<file path="config.mk">
export PLATFORM = sky130hd
export DESIGN_NAME = game_sequencer
export DESIGN_NICKNAME = d
export VERILOG_FILES = /design/src/rtl/game_pkg.sv /design/src/rtl/game_sequencer_lane_ctrl.sv /design/src/rtl/game_sequencer.sv
export SDC_FILE = /design/constraint.sdc
export NUM_CORES = 1
export LEC_CHECK = 0
export CAP_MARGIN = 5
export CORE_MARGIN = 10
export CORE_UTILIZATION = 50
export DETAILED_ROUTE_END_ITERATION = 8
export GPL_ROUTABILITY_DRIVEN = 0
export PLACE_DENSITY = 0.8
export SLEW_MARGIN = 20
export SYNTH_ARGS = -nofsm -noshare
export SYNTH_HDL_FRONTEND = slang
export SYNTH_SLANG_ARGS = --single-unit
export TNS_END_PERCENT = 30
</file>
<file path="constraint.sdc">
create_clock -name clk -period 2.85 [get_ports clk]
set_input_delay 0.285 -clock clk [delete_from_list [all_inputs] [get_ports clk]]
set_output_delay 0.285 -clock clk [all_outputs]
set_load 0.05 [all_outputs]
</file>
<file path="src/rtl/game_pkg.sv">
// Shared types and defaults for the runner game-flow controller.
package game_pkg;

   typedef enum logic [2:0] {INIT, COUNT, LOGO, SLIDE, PLAY, OVER} state_e;

   localparam int DEF_LANE_PITCH = 100;
   localparam int DEF_LOGO_STEP  = 30;
   localparam int DEF_SLIDE_STEP = 20;

   function automatic int lane_centre(input int num_lanes);
      return (num_lanes - 1) / 2;
   endfunction

endpackage

</file>
<file path="src/rtl/game_sequencer_lane_ctrl.sv">
// Player lane control: button edge capture, per-frame pending moves,
// saturating lane counter and the derived horizontal player offset.
module lane_ctrl
   import game_pkg::*;
#(
   parameter int NUM_LANES  = 3,
   parameter int W          = 12,
   parameter int LANE_PITCH = DEF_LANE_PITCH
)(
   input  logic                         clk,
   input  logic                         rst_n,
   input  logic                         tick,
   input  logic                         btn_l,
   input  logic                         btn_r,
   input  logic                         move_en,
   input  logic                         centre_load,
   output logic [$clog2(NUM_LANES)-1:0] lane,
   output logic [W-1:0]                 player_hoffset
);

   localparam int LW = $clog2(NUM_LANES);
   localparam logic [LW-1:0] CENTRE = LW'(lane_centre(NUM_LANES));
   localparam logic [LW-1:0] LAST   = LW'(NUM_LANES - 1);

   logic          btn_l_q, btn_r_q;
   logic          pend_l, pend_r;
   logic          edge_l, edge_r;
   logic [LW-1:0] lane_nxt;

   assign edge_l = btn_l & ~btn_l_q;
   assign edge_r = btn_r & ~btn_r_q;

   always_comb begin
      lane_nxt = lane;
      if (centre_load) begin
         lane_nxt = CENTRE;
      end else if (move_en) begin
         if (pend_l && !pend_r && lane != '0)
            lane_nxt = lane - 1'b1;
         else if (pend_r && !pend_l && lane != LAST)
            lane_nxt = lane + 1'b1;
      end
   end

   // An edge arriving on the tick cycle itself is kept for the next frame.
   always_ff @(posedge clk or negedge rst_n) begin
      if (!rst_n) begin
         btn_l_q        <= 1'b0;
         btn_r_q        <= 1'b0;
         pend_l         <= 1'b0;
         pend_r         <= 1'b0;
         lane           <= CENTRE;
         player_hoffset <= '0;
      end else begin
         btn_l_q        <= btn_l;
         btn_r_q        <= btn_r;
         pend_l         <= tick ? edge_l : (pend_l | edge_l);
         pend_r         <= tick ? edge_r : (pend_r | edge_r);
         lane           <= lane_nxt;
         player_hoffset <= W'((int'(lane) - int'(CENTRE)) * LANE_PITCH);
      end
   end

endmodule

</file>
<file path="src/rtl/game_sequencer.sv">
// Frame-ticked game flow: intro phases, play with lanes/score/lives, game over.
module game_sequencer
   import game_pkg::*;
#(
   parameter int NUM_LANES    = 3,
   parameter int W            = 12,
   parameter int LANE_PITCH   = DEF_LANE_PITCH,
   parameter int COUNT_FRAMES = 5,
   parameter int LOGO_STEP    = DEF_LOGO_STEP,
   parameter int LOGO_END     = 640,
   parameter int SLIDE_START  = 180,
   parameter int SLIDE_END    = 50,
   parameter int SLIDE_STEP   = DEF_SLIDE_STEP,
   parameter int LIVES        = 3,
   parameter int SCORE_W      = 16,
   parameter int OVER_FRAMES  = 120
)(
   input  logic                          clk,
   input  logic                          rst_n,
   input  logic                          tick,
   input  logic                          btn_l,
   input  logic                          btn_r,
   input  logic [3*NUM_LANES-1:0]        rnd,
   input  logic [NUM_LANES-1:0]          hit,
   input  logic [NUM_LANES-1:0]          coin,
   output state_e                        state,
   output logic [W-1:0]                  logo_voffset,
   output logic [W-1:0]                  player_hoffset,
   output logic [W-1:0]                  player_voffset,
   output logic [NUM_LANES-1:0]          spawn_en,
   output logic                          coin_flip,
   output logic [$clog2(NUM_LANES)-1:0]  lane,
   output logic [SCORE_W-1:0]            score,
   output logic [$clog2(LIVES+1)-1:0]    lives_left
);

   localparam int CMAX = (OVER_FRAMES > COUNT_FRAMES) ? OVER_FRAMES : COUNT_FRAMES;
   localparam int CW   = $clog2(CMAX + 1);
   localparam int LVW  = $clog2(LIVES + 1);

   state_e               state_nxt;
   logic [CW-1:0]        cnt, cnt_nxt;
   logic [W-1:0]         logo_nxt, pv_nxt;
   logic [SCORE_W-1:0]   score_nxt;
   logic [LVW-1:0]       lives_nxt;
   logic                 flip_nxt;
   logic [NUM_LANES-1:0] spawn_raw;

   lane_ctrl #(
      .NUM_LANES  (NUM_LANES),
      .W          (W),
      .LANE_PITCH (LANE_PITCH)
   ) u_lane (
      .clk            (clk),
      .rst_n          (rst_n),
      .tick           (tick),
      .btn_l          (btn_l),
      .btn_r          (btn_r),
      .move_en        (tick && state == PLAY),
      .centre_load    (tick && state == INIT),
      .lane           (lane),
      .player_hoffset (player_hoffset)
   );

   always_comb begin
      state_nxt = state;
      cnt_nxt   = cnt;
      logo_nxt  = logo_voffset;
      pv_nxt    = player_voffset;
      score_nxt = score;
      lives_nxt = lives_left;
      flip_nxt  = coin_flip;
      if (tick) begin
         case (state)
            INIT: begin
               cnt_nxt   = CW'(COUNT_FRAMES);
               logo_nxt  = '0;
               pv_nxt    = W'(SLIDE_START);
               score_nxt = '0;
               lives_nxt = LVW'(LIVES);
               state_nxt = COUNT;
            end
            COUNT: begin
               if (cnt != '0) cnt_nxt = cnt - 1'b1;
               else           state_nxt = LOGO;
            end
            LOGO: begin
               if (logo_voffset < W'(LOGO_END)) logo_nxt = logo_voffset + W'(LOGO_STEP);
               else                             state_nxt = SLIDE;
            end
            SLIDE: begin
               if (player_voffset > W'(SLIDE_END)) pv_nxt = player_voffset - W'(SLIDE_STEP);
               else                                state_nxt = PLAY;
            end
            PLAY: begin
               flip_nxt = rnd[0];
               // Collision is judged on the lane held before this tick's move.
               if (hit[lane]) begin
                  lives_nxt = lives_left - 1'b1;
                  if (lives_left <= LVW'(1)) begin
                     state_nxt = OVER;
                     cnt_nxt   = CW'(OVER_FRAMES);
                  end
               end else if (coin[lane] && score != '1) begin
                  score_nxt = score + 1'b1;
               end
            end
            OVER: begin
               if (cnt != '0) cnt_nxt = cnt - 1'b1;
               else           state_nxt = INIT;
            end
            default: state_nxt = INIT;
         endcase
      end
   end

   always_comb begin
      spawn_raw = '0;
      for (int unsigned i = 0; i < NUM_LANES; i++)
         spawn_raw[i] = &rnd[3*i +: 3];
   end

   always_ff @(posedge clk or negedge rst_n) begin
      if (!rst_n) begin
         state          <= INIT;
         cnt            <= '0;
         logo_voffset   <= '0;
         player_voffset <= W'(SLIDE_START);
         score          <= '0;
         lives_left     <= LVW'(LIVES);
         coin_flip      <= 1'b0;
         spawn_en       <= '0;
      end else begin
         state          <= state_nxt;
         cnt            <= cnt_nxt;
         logo_voffset   <= logo_nxt;
         player_voffset <= pv_nxt;
         score          <= score_nxt;
         lives_left     <= lives_nxt;
         coin_flip      <= flip_nxt;
         spawn_en       <= (state == PLAY) ? spawn_raw : '0;
      end
   end

endmodule
</file>
==> impl_metrics.json <==
{
  "wl_mm": 8.54,
  "postCtsResizedCells": 0,
  "crit_path_max_fanout": 16,
  "vdd_drop_max_mv": 0.570,
  "wl_per_cell_um": 15.7,
  "drive_gt1_frac": 0.110,
  "synth-edff-count": 0,
  "holdWs_ps": 407,
  "ys_warn_count": 0,
  "cp-start-kind": "register",
  "rsz0062_at_grt": "no",
  "leakage_nw": 1.94,
  "cts_tree": "built",
  "pre_cts_ws_ps": 456,
  "arrival_ps": 2600,
  "worst_pin_slew_ps": 758,
  "area_growth_pct": 30.4,
  "antenna_cells": 0,
  "insertion_delay_ps": 350,
  "dieWidth_um": 104,
  "final_nets": 472,
  "die-area_mm2": 0.0108,
  "netlist.area_leader.share": 0.406,
  "critPathRequiredTime_ps": 3140,
  "drv_slew": 0,
  "route.detailed.drc": 0,
  "powerDensity_mw_per_mm2": 712,
  "synth_area_leader_cell": "dfrtp_1",
  "grtUsageTotal": 0.160,
  "async_flop_share": 1.00,
  "clkTransAtPathRegs_ps": 70,
  "syn_inst": 363,
  "ys_types": 62,
  "synthTopCellsByArea": "dfrtp_1 41%, dfstp_2 5.2%, o21ai_0 3.7%",
  "post-synth-top-count-cell": "dfrtp_1",
  "final-hold-violation-count": 0,
  "finalSetupViolations": 0,
  "grt_first_pass_wirelength_mm": 14.6,
  "vias_per_cell": 5.64,
  "antenna_found_initial": 0,
  "power_mw": 3.27,
  "h-tree-depth": 3,
  "synth_common_cells": "57 x dfrtp_1, 31 x nor2_1, 28 x nand2_1, 26 x o21ai_0, 17 x inv_1",
  "endpoint_kind": "register",
  "cts_hold_buf": 1,
  "cts_root_buf": "clkbuf_8",
  "hold_path.class": "in2reg",
  "ys_seq_area_frac": 0.458,
  "rows": 30,
  "synth-seq-cells": 64,
  "coreArea_mm2": 0.00683,
  "final.period_utilization": 0.811,
  "grt_pass1_vias": 2937,
  "maxCapViolCount": 0,
  "max_slew_margin": 0.493,
  "synth_ff_type": "dfrtp_1",
  "grt_max_degree": 36,
  "cts_buffers": 9,
  "cts_sinks": 64,
  "post_cts_buffers": 0,
  "syn_avg_cell_area_um2": 9.69,
  "cts_max_path_buffers": 2,
  "dpl.cell_count": 526,
  "initialDrtViolationCount": 145,
  "overflow": 0,
  "fmax_ghz": 0.432,
  "start_util": 0.515,
  "place_area_mm2": 0.00436,
  "fin_tns_setup_ps": 0,
  "crit_type": "reg2reg",
  "fin_skew_ps": 8.53,
  "place.detailed.hpwl_mm": 6.35,
  "io_pins": 83,
  "final_cells": 543,
  "period_minus_slack_ps": 2310,
  "dr.pass1.iters": 5,
  "status": "completed",
  "synth_area_mm2": 0.00352,
  "io_buffers": 77,
  "setup_slack_ps": 538,
  "detailroute.via_count": 3060,
  "utilization": 0.671,
  "antenna_left": 0,
  "final_area_mm2": 0.00459,
  "dieHeight_um": 104
}
## cell usage in the layout, fill, tap and decap left out, types with 7 or more instances in the layout
master and instances:
inv_1 17, a21oi_1 15, nor2_1 31, nor3_1 15, dfstp_2 7, ha_1 10, dfrtp_1 57, nand3_1 12
clkbuf_8 13, clkdlybuf4s50_1 76, nand2_1 28, mux2i_1 7, buf_4 8, o21ai_0 26, nand4_1 7
## cell type report
cell class / count / area (um2)
tap: 96 / 120
fill: 559 / 2240
inverter: 17 / 63.8
timing repair buffer: 87 / 856
sequential: 64 / 1610
clock buffer: 14 / 183
clock inverter: 2 / 35.0
multi-input combinational: 263 / 1720
## worst max-delay path: stages (launching register included)
cell and delay [ps]:
dfrtp_1 500, nand4_1 240, nor4_1 650, o21a_1 590, mux2_2 260
## power by group
part | total (mW) | switching (mW) | internal, mW
combinational | 1.20 | 0.761 | 0.441
sequential | 1.22 | 0.171 | 1.05
clock | 0.840 | 0.341 | 0.499
## path summary, 6_finish.rpt
path / startpoint / end / slack (ps) / cells past startpoint
worst min-delay path: btn_l / u_lane.btn_l_q / 410 / 1
worst max register to register: score[7] / score[0] / 540 / 4
worst max-delay path: score[7] / score[0] / 540 / 4
max in group asynchronous: rst_n / lives_left[1] / 1650 / 3
min in group asynchronous: rst_n / u_lane.player_hoffset[2] / 520 / 2
worst min register to register: u_lane.btn_r_q / u_lane.pend_r / 420 / 1
## per-layer routing
metal | GRT usage | part of all wire
met5 | 0 | 0
met4 | 0.0567 | 0.010
met3 | 0.0582 | 0.080
met2 | 0.257 | 0.49
met1 | 0.194 | 0.42
## logic make-up (layout without fill, tap and decap cells)
| group | count (synthesis) | in the layout | synth area share |
|---|---|---|---|
| XOR/XNOR | 8 | 8 | 0.0199 |
| multiplexers | 11 | 11 | 0.0327 |
| other | 1 | 5 | 0.00107 |
| buffers and inverters | 40 | 120 | 0.0576 |
| AO/OA/AOI/OAI | 94 | 94 | 0.184 |
| adder cells (fa/ha/maj) | 10 | 10 | 0.0356 |
| AND/OR/NAND/NOR | 135 | 135 | 0.211 |
| flip-flops | 64 | 64 | 0.458 |
## sequential cells by signal, indices dropped and copies added, names as in the netlist
register,count
u_lane.player_hoffset,5
u_lane.btn_l_q,1
lives_left,2
u_lane.pend_r,1
coin_flip,1
player_voffset,10
u_lane.lane,2
u_lane.btn_r_q,1
cnt,7
score,16
logo_voffset,11
u_lane.pend_l,1
state,3
spawn_en,3
No activity file was read; power rests on OpenSTA's default activity.
==> edit 1 (same flow settings) <==
The parameter `SCORE_W` goes from 16 to 20.
--- a/src/rtl/game_sequencer.sv
+++ b/src/rtl/game_sequencer.sv
@@ -14,3 +14,3 @@
    parameter int LIVES        = 3,
-   parameter int SCORE_W      = 16,
+   parameter int SCORE_W      = 20,
    parameter int OVER_FRAMES  = 120
Ports: changed (resized score); port bits go from 83 to 87. No check against the original RTL was run, so the function may have changed too.
==> edit 1 against the unedited design <==
- total power is 32% higher
- setup slack improved by 0.017 ns
- sequential cell count grew 4
- count of clock-buffer cells in the layout is 4 lower
- combinational power rose by 74%
- routed wire length up 17%
- final area grew 4.5%
- area after synthesis is 7.5% higher
==> edit 1: results (changes against the unedited design) <==
* Met2 WL at 4.56 mm (+10%)
* Htree depth at 3 (unchanged)
* Clock Path Buffers at 2 (unchanged)
* Post-Place Setup Slack at 0.581 ns (+0.125 ns)
* Antenna diodes at 0 (unchanged)
* R2r setup slk at 0.55 ns (+0.02 ns)
* Initial antenna violation count at 0 (unchanged)
* Async SR Flop Fraction at 1.00 (unchanged)
* Final net count at 510 (+8.1%)
* DR vias/cell at 5.77 (+2.4%)
* Root Driver: clkbuf_8
* DP Area at 0.00463 sq mm (+6.1%)
* Switch share at 0.483 (+0.0929)
* M1 WL at 4.37 mm (+21%)
* Placed cells at 566 (+7.6%)
* Detailed-route wire length at 9.95 mm (+17%)
* Worst Skew at 0.00818 ns (-0.000346 ns)
* PostCTS Resize Cnt at 0 (unchanged)
* Netlist cell types at 56 (-9.7%)
* Vias at 3,360 (+9.8%)
* Biggest regs: score: 20 flops, logo_voffset: 11 flops, player_voffset: 10 flops
* Fill cells at 636 (+14%)
* Met3 wire len at 812 microns (+19%)
* Post-DP HPWL at 7.21 mm (+13%)
* Peak supply drop at 563 uV (-1.2%)
* Max frequency at 436 MHz (+0.75%)
* Largest cells by area after synthesis: dfrtp_1, dfstp_2, ha_1
* Leakage at 2.12 nW (+9.5%)
* PortBufs at 81 (+5.2%)
* Outcome: completed
* Worst Path Max Fanout at 16 (unchanged)
* Hold Crit Class: in -> reg
* First DRT Iteration DRCs at 228 (+57%)
* Share of layout cells above drive strength 1 at 0.0725 (-0.0372)
* Yosys warning total at 0 (unchanged)
* GRT Util Overall at 0.173 (+0.0132)
* WHS at 0.408 ns (+0.00137 ns)
* Clock latency on the worst-skew pair at 0.35 ns (about the same)
* Clock-pin slew on the worst setup and hold paths at 0.07 ns (about the same)
* Largest net degree at the start of global routing at 46 (+28%)
* 1st-pass router iterations at 6 (+1)
* Synth cell count leaders: dfrtp_1, nor2_1, nand2_1
* Post-synthesis sequential area ratio at 0.452 (-0.00549)
* Num CTS Buffers at 9 (unchanged)
* Synth Instances at 403 (+11%)
* Wire length of the first global-routing pass at 16.4 mm (+12%)
* Worst Tran Pin Value at 0.725 ns (-0.0327 ns)
* WP data arrival at 2.52 ns (-0.08 ns)
* Uppermost layer routed: met4
-- edit 1: cells by family (layout without fill, tap and decap cells) --
family | after synthesis | after routing | share of synthesized area
other cells | 1 | 5 | 0.000992
xor+xnor | 10 | 10 | 0.0232
flops | 68 | 68 | 0.452
compound gates | 102 | 102 | 0.181
fa+ha+maj | 11 | 11 | 0.0364
simple gates | 157 | 157 | 0.223
buf+inv | 45 | 121 | 0.0576
mux | 9 | 9 | 0.0255
-- edit 1: final timing paths --
path,cells after the start,start,endpoint
worst max-delay path,5,u_lane.lane[0],score[13]
worst min-delay path,1,btn_l,u_lane.btn_l_q
worst max register to register,5,u_lane.lane[0],score[13]
worst min register to register,1,u_lane.btn_l_q,u_lane.pend_l
max in group asynchronous,3,rst_n,u_lane.lane[0]
min in group asynchronous,2,rst_n,score[11]
-- edit 1: layout make-up --
type | instances | area [sq um] | area share
clock buffers | 10 | 128 | 0.0266
clock inverters | 5 | 30.0 | 0.00626
inverters | 20 | 75.1 | 0.0157
multi-input cells | 294 | 1870 | 0.390
flip-flops and latches | 68 | 1710 | 0.357
well taps | 99 | 124 | 0.0258
repair buffers | 86 | 858 | 0.179
-- edit 1: critical path, cell delays in order, from the launching register on --
cell     delay (ns)
dfstp_2        0.65
mux2i_2        0.36
o21ai_1        0.18
a21oi_2        0.30
o21ai_2        0.27
a221o_1        0.41
-- edit 1: metal layers --
metal  vias up  GRT usage
li1       1609          -
met1      1617      0.217
met2       119      0.266
met3        15     0.0623
met4         0     0.0716
met5         -          0
-- edit 1: repair_timing --
| action | in CTS | in global routing |
|---|---|---|
| buffers inserted | 0 | 0 |
| hold buffers | 1 | 0 |
| hold endpoints to repair | 23 | 0 |
-- edit 1: power groups by stage --
stage               Combinational [mW]  Sequential, mW  Clock, mW
finish                            2.09            1.54      0.674
global route                      2.23            1.58      0.729
CTS                               2.10            1.53      0.687
detailed placement                2.09            1.55          0
global placement                  2.06            1.53          0
floorplan                        0.936            2.03          0
==> edit 2 (config.mk and constraints unchanged) <==
Without the edit above. Put one more register stage on the output `score`, with the module's reset. The value now appears one clock later. The other outputs are not delayed to match.
--- a/src/rtl/game_sequencer.sv
+++ b/src/rtl/game_sequencer.sv
@@ -40,2 +40,4 @@
 
+   logic [SCORE_W-1:0] score_s0;
+
    state_e               state_nxt;
@@ -69,3 +71,3 @@
       pv_nxt    = player_voffset;
-      score_nxt = score;
+      score_nxt = score_s0;
       lives_nxt = lives_left;
@@ -103,4 +105,4 @@
                   end
-               end else if (coin[lane] && score != '1) begin
-                  score_nxt = score + 1'b1;
+               end else if (coin[lane] && score_s0 != '1) begin
+                  score_nxt = score_s0 + 1'b1;
                end
@@ -128,3 +130,3 @@
          player_voffset <= W'(SLIDE_START);
-         score          <= '0;
+         score_s0       <= '0;
          lives_left     <= LVW'(LIVES);
@@ -137,3 +139,3 @@
          player_voffset <= pv_nxt;
-         score          <= score_nxt;
+         score_s0       <= score_nxt;
          lives_left     <= lives_nxt;
@@ -144,2 +146,10 @@
 
+   always_ff @(posedge clk or negedge rst_n) begin
+      if (!rst_n) begin
+         score <= '0;
+      end else begin
+         score <= score_s0;
+      end
+   end
+
 endmodule
Behaviour: no difference found for any inputs over 10 cycles, from zero or initial values and one cycle with rst_n low; that may be too few to reach the edited logic, so the function may still have changed.
==> edit 2 against the unedited design <==
- final area grew 5.8%
- synthesized cell count grew 4.4%
- sequential power rose by 24%
- setup slack got worse by 0.27 ns
- area after synthesis is 7.8% higher
- critical path depth increased by 4
- clock skew decreased by 0.0024 ns
- routed wire length rose by 1.3%
- sequential cell count rose by 16
- total power is 28% higher
- core utilization down 0.97 points
- fmax fell by 11%
- via count grew 1.2%
- critical path type unchanged
- largest power group is now combinational cells
- highest routed layer unchanged
==> edit 2: results (changes against the unedited design) <==
* Synth Instances at 379 (+4.4%)
* Netlist cell types at 52 (-16%)
* GRT Util Overall at 0.154 (-0.00639)
* Post-Place Setup Slack at 0.214 ns (-0.242 ns)
* Inverter count at 18 (+1)
* WP data arrival at 2.81 ns (+0.21 ns)
* R2r setup slk at 0.27 ns (-0.27 ns)
* WHS at 0.0924 ns (-0.315 ns)
* Synth Area in Adders at 0.0330 (-0.00257)
* Relative slew slack at 0.358 (-0.135)
* N_taps at 99 (+3.1%)
* Slowest-stage cell, CP: dfstp_2
* Leakage at 2.12 nW (+9.4%)
* Placed cells at 545 (+3.6%)
* Final cell count without fillers at 561 (+3.3%)
* Worst r2r path cells at 8 (+4)
* Hold Crit Class: in -> async
* Antenna diodes at 0 (unchanged)
* Largest cells by area after synthesis: dfrtp_1, o21ai_0, dfstp_2
* Synth cell count leaders: dfrtp_1, o21ai_0, nor2_1
* Post-synthesis sequential area ratio at 0.530 (+0.0725)
* Number of global-route vias before repair at 3,006 (+2.3%)
* Final net count at 487 (+3.2%)
* FF/Latch Area at 0.00201 sq mm (+25%)
* Mux cell area share after synthesis at 0.0195 (-0.0133)
* Seq cells post-synth at 80 (+25%)
* Post-DP HPWL at 6.40 mm (+0.77%)
* Worst Path Max Fanout at 6 (-10)
* Number of clock buffers in the layout at 12 (-2)
* Outcome: completed
* R2r startpoint: player_voffset[2]
* First DRT Iteration DRCs at 166 (+14%)
* Synth Area in Compound Gates at 0.159 (-0.0252)
* Worst path max stage delay at 0.57 ns (-0.08 ns)
* Biggest regs: score: 16 flops, score_s0: 16 flops, logo_voffset: 11 flops
* Layout clock area frac at 0.0477 (+0.000254)
* 1st-pass router iterations at 4 (-1)
* Worst Skew at 0.00614 ns (-0.00239 ns)
* Fill cells at 577 (+3.2%)
* DP Area at 0.00462 sq mm (+6.0%)
* FF-to-FF End: player_voffset[9]
* Detailed-route wire length at 8.65 mm (+1.3%)
* P&R area growth vs syn at 28.0%
* Wire length of the first global-routing pass at 14.6 mm (+0.47%)
* Largest net degree at the start of global routing at 81 (+130%)
* Share of layout cells above drive strength 1 at 0.0887 (-0.0209)
* Comb_multi_in at 262 (-0.38%)
* Xor and xnor area share after synthesis at 0.0208 (+0.000870)
[edit 2: worst max path at each step]
stage                 startpoint                 to  slack [ns]  depth (start not counted)
2_1_floorplan  player_voffset[2]  player_voffset[9]        0.17                          9
3_3_place_gp                tick       score_s0[10]        0.27                          7
3_5_place_dp                tick        score_s0[8]        0.21                          7
4_1_cts        player_voffset[2]  player_voffset[9]        0.27                          8
5_1_grt        player_voffset[2]  player_voffset[9]        0.06                          8
6_report       player_voffset[2]  player_voffset[9]        0.27                          8
[edit 2: metal layers]
metal	vias to the layer above	wire, microns	track usage
li1	1487	-	-
met1	1511	3520	0.183
met2	85	4350	0.254
met3	15	605	0.0455
met4	0	169	0.0629
met5	-	0	0
[edit 2: power by group]
part           leakage [nW]  total (mW)  switching [mW]  internal (mW)
clock network         0.113       0.945           0.402          0.543
logic                 0.942        1.71            1.11          0.608
registers              1.06        1.51           0.184           1.33
total                  2.12        4.17            1.69           2.48
